`src/rtl/pong_pkg.sv`:
```
// Shared pong definitions: flash sequencer states and the paddle mask builder.
// The mask builder is also used by the collision logic, so it stays width-generic.
package pong_pkg;

  localparam int MAX_W = 64;

  typedef enum logic [1:0] {
    IDLE  = 2'd0,
    ARMED = 2'd1,
    FLASH = 2'd2
  } flash_state_t;

  // Ones in columns pos..pos+len-1; a paddle that would overhang the edge is not drawn.
  function automatic logic [MAX_W-1:0] paddle_mask(input int pos, input int len, input int width);
    logic [MAX_W-1:0] m;
    m = '0;
    if (pos <= width - len) begin
      for (int i = 0; i < MAX_W; i++) begin
        if (i >= pos && i < pos + len) m[i] = 1'b1;
      end
    end
    return m;
  endfunction

endpackage

```
`src/rtl/scan_timer.sv`:
```
// Row scan counters: each row held ROW_HOLD cycles, HEIGHT rows per frame.
// Strobes are combinational from the counter registers; no backpressure.
module scan_timer #(
  parameter int HEIGHT   = 8,
  parameter int ROW_HOLD = 4,
  parameter int YW       = $clog2(HEIGHT)
) (
  input  logic          clk,
  input  logic          rst,
  output logic [YW-1:0] row_cnt,
  output logic          frame_first,
  output logic          frame_wrap
);

  localparam int HW = (ROW_HOLD > 1) ? $clog2(ROW_HOLD) : 1;

  logic [HW-1:0] hold_cnt;
  logic          hold_last;
  logic          row_last;

  assign hold_last   = (hold_cnt == HW'(ROW_HOLD - 1));
  assign row_last    = (row_cnt == YW'(HEIGHT - 1));
  assign frame_wrap  = hold_last && row_last;
  assign frame_first = (row_cnt == '0) && (hold_cnt == '0);

  always_ff @(posedge clk or posedge rst) begin
    if (rst) begin
      hold_cnt <= '0;
      row_cnt  <= '0;
    end else if (hold_last) begin
      hold_cnt <= '0;
      row_cnt  <= row_last ? '0 : row_cnt + 1'b1;
    end else begin
      hold_cnt <= hold_cnt + 1'b1;
    end
  end

endmodule

```
`src/rtl/matrix_scan_composer.sv`:
```
// LED matrix frame composer: row scan, per-frame position snapshot, paddles/ball, test and goal flash.
// Outputs registered one cycle behind the scan counters; free-running, no backpressure.
module matrix_scan_composer
  import pong_pkg::*;
#(
  parameter int WIDTH        = 8,
  parameter int HEIGHT       = 8,
  parameter int PADDLE_LEN   = 2,
  parameter int ROW_HOLD     = 4,
  parameter int FLASH_FRAMES = 4,
  parameter int XW           = $clog2(WIDTH),
  parameter int YW           = $clog2(HEIGHT)
) (
  input  logic             clk,
  input  logic             rst,
  input  logic [XW-1:0]    player_top,
  input  logic [XW-1:0]    player_down,
  input  logic [XW-1:0]    x_pos,
  input  logic [YW-1:0]    y_pos,
  input  logic             ball_en,
  input  logic             testled,
  input  logic             flash_req,
  output logic [YW-1:0]    row_out,
  output logic [WIDTH-1:0] matrix_out,
  output logic             frame_start,
  output logic             flashing
);

  localparam int FW = (FLASH_FRAMES > 1) ? $clog2(FLASH_FRAMES) : 1;

  logic [YW-1:0] row_cnt;
  logic          frame_first;
  logic          frame_wrap;

  scan_timer #(
    .HEIGHT  (HEIGHT),
    .ROW_HOLD(ROW_HOLD),
    .YW      (YW)
  ) u_scan_timer (
    .clk        (clk),
    .rst        (rst),
    .row_cnt    (row_cnt),
    .frame_first(frame_first),
    .frame_wrap (frame_wrap)
  );

  logic [XW-1:0] snap_top;
  logic [XW-1:0] snap_down;
  logic [XW-1:0] snap_x;
  logic [YW-1:0] snap_y;
  logic          snap_en;

  // Latched on the last cycle of a frame so the next frame is drawn from one coherent set.
  always_ff @(posedge clk or posedge rst) begin
    if (rst) begin
      snap_top  <= '0;
      snap_down <= '0;
      snap_x    <= '0;
      snap_y    <= '0;
      snap_en   <= 1'b0;
    end else if (frame_wrap) begin
      snap_top  <= player_top;
      snap_down <= player_down;
      snap_x    <= x_pos;
      snap_y    <= y_pos;
      snap_en   <= ball_en;
    end
  end

  flash_state_t  state;
  logic [FW-1:0] frame_idx;

  always_ff @(posedge clk or posedge rst) begin
    if (rst) begin
      state     <= IDLE;
      frame_idx <= '0;
      flashing  <= 1'b0;
    end else begin
      case (state)
        IDLE: begin
          if (flash_req) begin
            state    <= ARMED;
            flashing <= 1'b1;
          end
        end
        ARMED: begin
          if (frame_wrap) begin
            state     <= FLASH;
            frame_idx <= '0;
          end
        end
        FLASH: begin
          if (frame_wrap) begin
            if (frame_idx == FW'(FLASH_FRAMES - 1)) begin
              state    <= IDLE;
              flashing <= 1'b0;
            end else begin
              frame_idx <= frame_idx + 1'b1;
            end
          end
        end
        default: begin
          state    <= IDLE;
          flashing <= 1'b0;
        end
      endcase
    end
  end

  logic [WIDTH-1:0] top_mask;
  logic [WIDTH-1:0] down_mask;
  logic [WIDTH-1:0] ball_mask;
  logic [WIDTH-1:0] pattern;
  logic [WIDTH-1:0] next_matrix;
  logic             blank;

  always_comb begin
    top_mask  = WIDTH'(paddle_mask(int'(snap_top), PADDLE_LEN, WIDTH));
    down_mask = WIDTH'(paddle_mask(int'(snap_down), PADDLE_LEN, WIDTH));
    ball_mask = '0;
    // Row compare also rejects y >= HEIGHT since row_cnt never reaches it.
    if (snap_en && (snap_y == row_cnt) && (int'(snap_x) < WIDTH)) begin
      ball_mask = WIDTH'(1) << snap_x;
    end
    pattern = ball_mask;
    if (row_cnt == '0) pattern = pattern | top_mask;
    if (row_cnt == YW'(HEIGHT - 1)) pattern = pattern | down_mask;
    blank = (state == FLASH) && frame_idx[0];
    if (testled) begin
      next_matrix = '1;
    end else if (blank) begin
      next_matrix = '0;
    end else begin
      next_matrix = pattern;
    end
  end

  always_ff @(posedge clk or posedge rst) begin
    if (rst) begin
      row_out     <= '0;
      matrix_out  <= '0;
      frame_start <= 1'b0;
    end else begin
      row_out     <= row_cnt;
      matrix_out  <= next_matrix;
      frame_start <= frame_first;
    end
  end

endmodule

```
`config.mk`:
```
export PLATFORM = sky130hd
export DESIGN_NAME = matrix_scan_composer
export DESIGN_NICKNAME = d
export VERILOG_FILES = /design/src/rtl/pong_pkg.sv /design/src/rtl/scan_timer.sv /design/src/rtl/matrix_scan_composer.sv
export SDC_FILE = /design/constraint.sdc
export NUM_CORES = 1
export LEC_CHECK = 0
export BUFFER_PORTS_ARGS = -buffer_cell sky130_fd_sc_hd__buf_4
export CORE_MARGIN = 3
export CORE_UTILIZATION = 40
export CTS_BUF_LIST = sky130_fd_sc_hd__clkbuf_4 sky130_fd_sc_hd__clkbuf_8 sky130_fd_sc_hd__clkbuf_16
export DETAILED_ROUTE_END_ITERATION = 6
export GPL_ROUTABILITY_DRIVEN = 1
export PLACE_DENSITY = 0.62
export SLEW_MARGIN = 20
export SYNTH_ARGS = -nofsm -noshare
export SYNTH_HDL_FRONTEND = slang
export SYNTH_SLANG_ARGS = --single-unit
```
`constraint.sdc`:
```
create_clock -name clk -period 2.06 [get_ports clk]
set_input_delay 0.412 -clock clk [delete_from_list [all_inputs] [get_ports clk]]
set_output_delay 0.412 -clock clk [all_outputs]
set_load 0.005 [all_outputs]
```
==> run_results.csv <==
group,metric,value,unit
sta,setup_viol,0,
clock_network,cts_buffers,5,
die,coreArea,4560,um^2
die,rows,24,
sta,setup_tns,0,ns
sta,period_needed,1.83,ns
clock_network,cts_root_buffer,"clkbuf_8",
global_routing,grt_pass1_vias,1377,
die,io_pins,30,
cells_and_area,drive_gt1_share,29.7,%
global_routing,antenna_found_initial,0,
sta,worst_pin_slew,0.501,ns
place,pre_cts_ws,0.207,ns
die,dieHeight,76.4,um
clock_network,cts_setup_buffers,0,
global_routing,grt_overflow,0,
routing,vias_per_cell,4.97,
cells_and_area,diodes,0,
yosys,synth_cells,185,
power,power.total,1.37,mW
worst_setup_path,required,2.23,ns
yosys,yosys_warnings,0,
sta,post-route-period-util,88.7,%
yosys,ys.flop_type,"dfrtp_1",
routing,routed_wl,3930,um
worst_setup_path,crit_arrival,2.00,ns
yosys,yosysUniqueCellTypes,47,
routing,wl_per_cell,13.7,um
routing,drt_pass1_iterations,4,
worst_setup_path,slowest_stage,"dfrtp_1",
sta,max_freq,547,MHz
clock_network,clk_path_buf_depth,2,
clock_network,clock_sinks,35,
clock_network,clk_latency,0.29,ns
clock_network,htree_levels,2,
sta,relSlewSlack,66.5,%
clock_network,cts_tree,"built",
worst_setup_path,critical-path-max-stage-delay,0.37,ns
cells_and_area,fin_nets,257,
worst_setup_path,crit_path_end_kind,"register",
worst_setup_path,worstSetupStartpointType,"register",
routing,drt_iter0_markers,57,
worst_setup_path,crit_chain,"buf_4, ha_1, inv_1, a211oi_4, nor3_2, a32o_1, or3_1",
cells_and_area,synthToLayoutAreaGrowth,20.1,%
flow_run,drv_cap,0,
global_routing,grt_max_degree,36,
place,detailed_place_hpwl,2960,um
yosys,ys_seq_area_share,44.2,%
sta,layout_setup_ws,0.232,ns
place,gp_congestion,0.903,
hold_path,hold_path_class,"in -> async",
die,die_w,76.4,um
worst_setup_path,crit_path_max_fanout,5,
yosys,synth_async_sr_flop_share,100,%
global_routing,grt_first_pass_wirelength,6730,um
clock_network,hold_buffers,0,
clock_network,cts_resized,0,
routing,route.vias.total,1426,
power,p_per_area,576,nW/um^2
worst_setup_path,worstSetupPathType,"reg -> reg",
status,status,"finished, final reports clean",
sta,hold_viol,0,
routing,route.detailed.drc,0,
clock_network,clk_pin_slew_worst_paths,0.07,ns
sta,skew,0.00389,ns
yosys,synth_area,1980,um^2
sta,slew_violations,0,
routing,drt.antenna.violating_nets,0,
yosys,synth_edf_count,0,
global_routing,grtUsageTotal,14.4,%
die,die-area,5840,um^2
power,irDropWorstVdd,0.374,mV
power,p_leak,1.10,nW
place,io_buffers,29,
yosys,synth_nets,221,
die,start_util,43.4,%
sta,rsz0062_at_grt,"false",
yosys,synth_seq_cells,35,
yosys,synth.avg_cell_area,10.7,um^2
-- layout make-up --
| type | instances | area [um^2] |
|---|---|---|
| Fill cell | 433 | 2180 |
| Clock buffer | 7 | 83.8 |
| Clock inverter | 1 | 5.00 |
| Inverter | 12 | 45.0 |
| Tap cell | 65 | 81.3 |
| Multi-Input combinational cell | 131 | 1020 |
| Timing Repair Buffer | 36 | 270 |
| Sequential cell | 35 | 876 |
-- stage by stage --
step / hold slack [ns] / cells / util (%) / area (um^2)
2_1_floorplan: 0.415 / 185 / - / 1980
3_3_place_gp: 0.442 / 279 / 50.2 / 2290
3_5_place_dp: 0.443 / 279 / 50.2 / 2290
4_1_cts: 0.223 / 287 / 52.2 / 2380
5_1_grt: 0.260 / 287 / 52.2 / 2380
6_report: 0.215 / 287 / 52.2 / 2380
-- critical path: cells and delay by family (launching register included) --
| kind | cells | cell delay (ns) |
|---|---|---|
| buffers and inverters | 2 | 0.25 |
| adder cells (fa/ha/maj) | 1 | 0.19 |
| flip-flops | 1 | 0.37 |
| AND/OR/NAND/NOR | 2 | 0.41 |
| AO/OA/AOI/OAI | 2 | 0.49 |
-- routing by layer --
layer	vias up	GRT usage, %	share of wire [%]
met4	0	5.98	1.8
li1	720	-	-
met1	674	18.3	47
met3	6	4.26	4.4
met5	-	0	0
met2	26	23.0	47
-- final timing paths --
path,from,to,slack (ns),depth (start not counted)
hold reg to reg,u_scan_timer.hold_cnt[0],u_scan_timer.hold_cnt[0],0.45,1
min in group clk,y_pos[2],snap_y[2],0.35,2
max in group asynchronous,rst,snap_down[1],1.53,3
setup reg to reg,snap_top[1],matrix_out[1],0.23,7
hold / removal,rst,u_scan_timer.hold_cnt[1],0.22,3
setup / recovery,snap_top[1],matrix_out[1],0.23,7
-- cell families (layout without fill, tap and decap cells) --
group | count (synthesis) | in the layout | synth area share, %
AND/OR/NAND/NOR | 57 | 57 | 16.2
AO/OA/AOI/OAI | 37 | 37 | 13.4
flip-flops | 35 | 35 | 44.2
adder cells (fa/ha/maj) | 19 | 19 | 12.0
buffers and inverters | 19 | 56 | 4.42
multiplexers | 15 | 15 | 8.52
XOR/XNOR | 3 | 3 | 1.33
-- layout by cell type (no fill, tap or decap), types with 2 or more instances in the layout --
cell,Yosys,routed
buf_4,1,36
dfrtp_1,35,35
ha_1,19,19
nand2_1,15,15
mux2_2,15,15
inv_1,12,12
nor2_1,11,11
a21oi_1,9,9
nand3_1,8,8
o21ai_0,7,7
nor2b_1,5,5
clkbuf_8,0,5
a22o_1,3,3
nand3b_1,3,3
nor3_1,2,2
nand2b_1,2,2
o22ai_1,2,2
xnor2_1,2,2
a311o_1,2,2
clkbuf_4,0,2
-- cell usage after synthesis, types with 2 or more instances --
cell type  instances  area [um^2]
a21oi_1            9         45.0
a22o_1             3         26.3
a311o_1            2         20.0
buf_2              4         20.0
dfrtp_1           35          876
ha_1              19          238
inv_1             12         45.0
mux2_2            15          169
nand2_1           15         56.3
nand2b_1           2         12.5
nand3_1            8         40.0
nand3b_1           3         22.5
nor2_1            11         41.3
nor2b_1            5         31.3
nor3_1             2         10.0
o21ai_0            7         35.0
o22ai_1            2         12.5
xnor2_1            2         17.5
-- power breakdown --
group | leakage [nW] | internal (mW) | switching, mW
Clock | 0.0491 | 0.263 | 0.244
Combinational | 0.634 | 0.0698 | 0.0658
Sequential | 0.415 | 0.708 | 0.0204
Total | 1.10 | 1.04 | 0.330
-- sequential cells by signal (all words and copies together), names as in the netlist --
name	flops
frame_start	1
u_scan_timer.row_cnt	3
snap_x	3
snap_top	3
snap_down	3
row_out	3
flashing	1
frame_idx	2
u_scan_timer.hold_cnt	2
matrix_out	8
state	2
snap_y	3
snap_en	1
No activity file was read; power rests on OpenSTA's default activity.
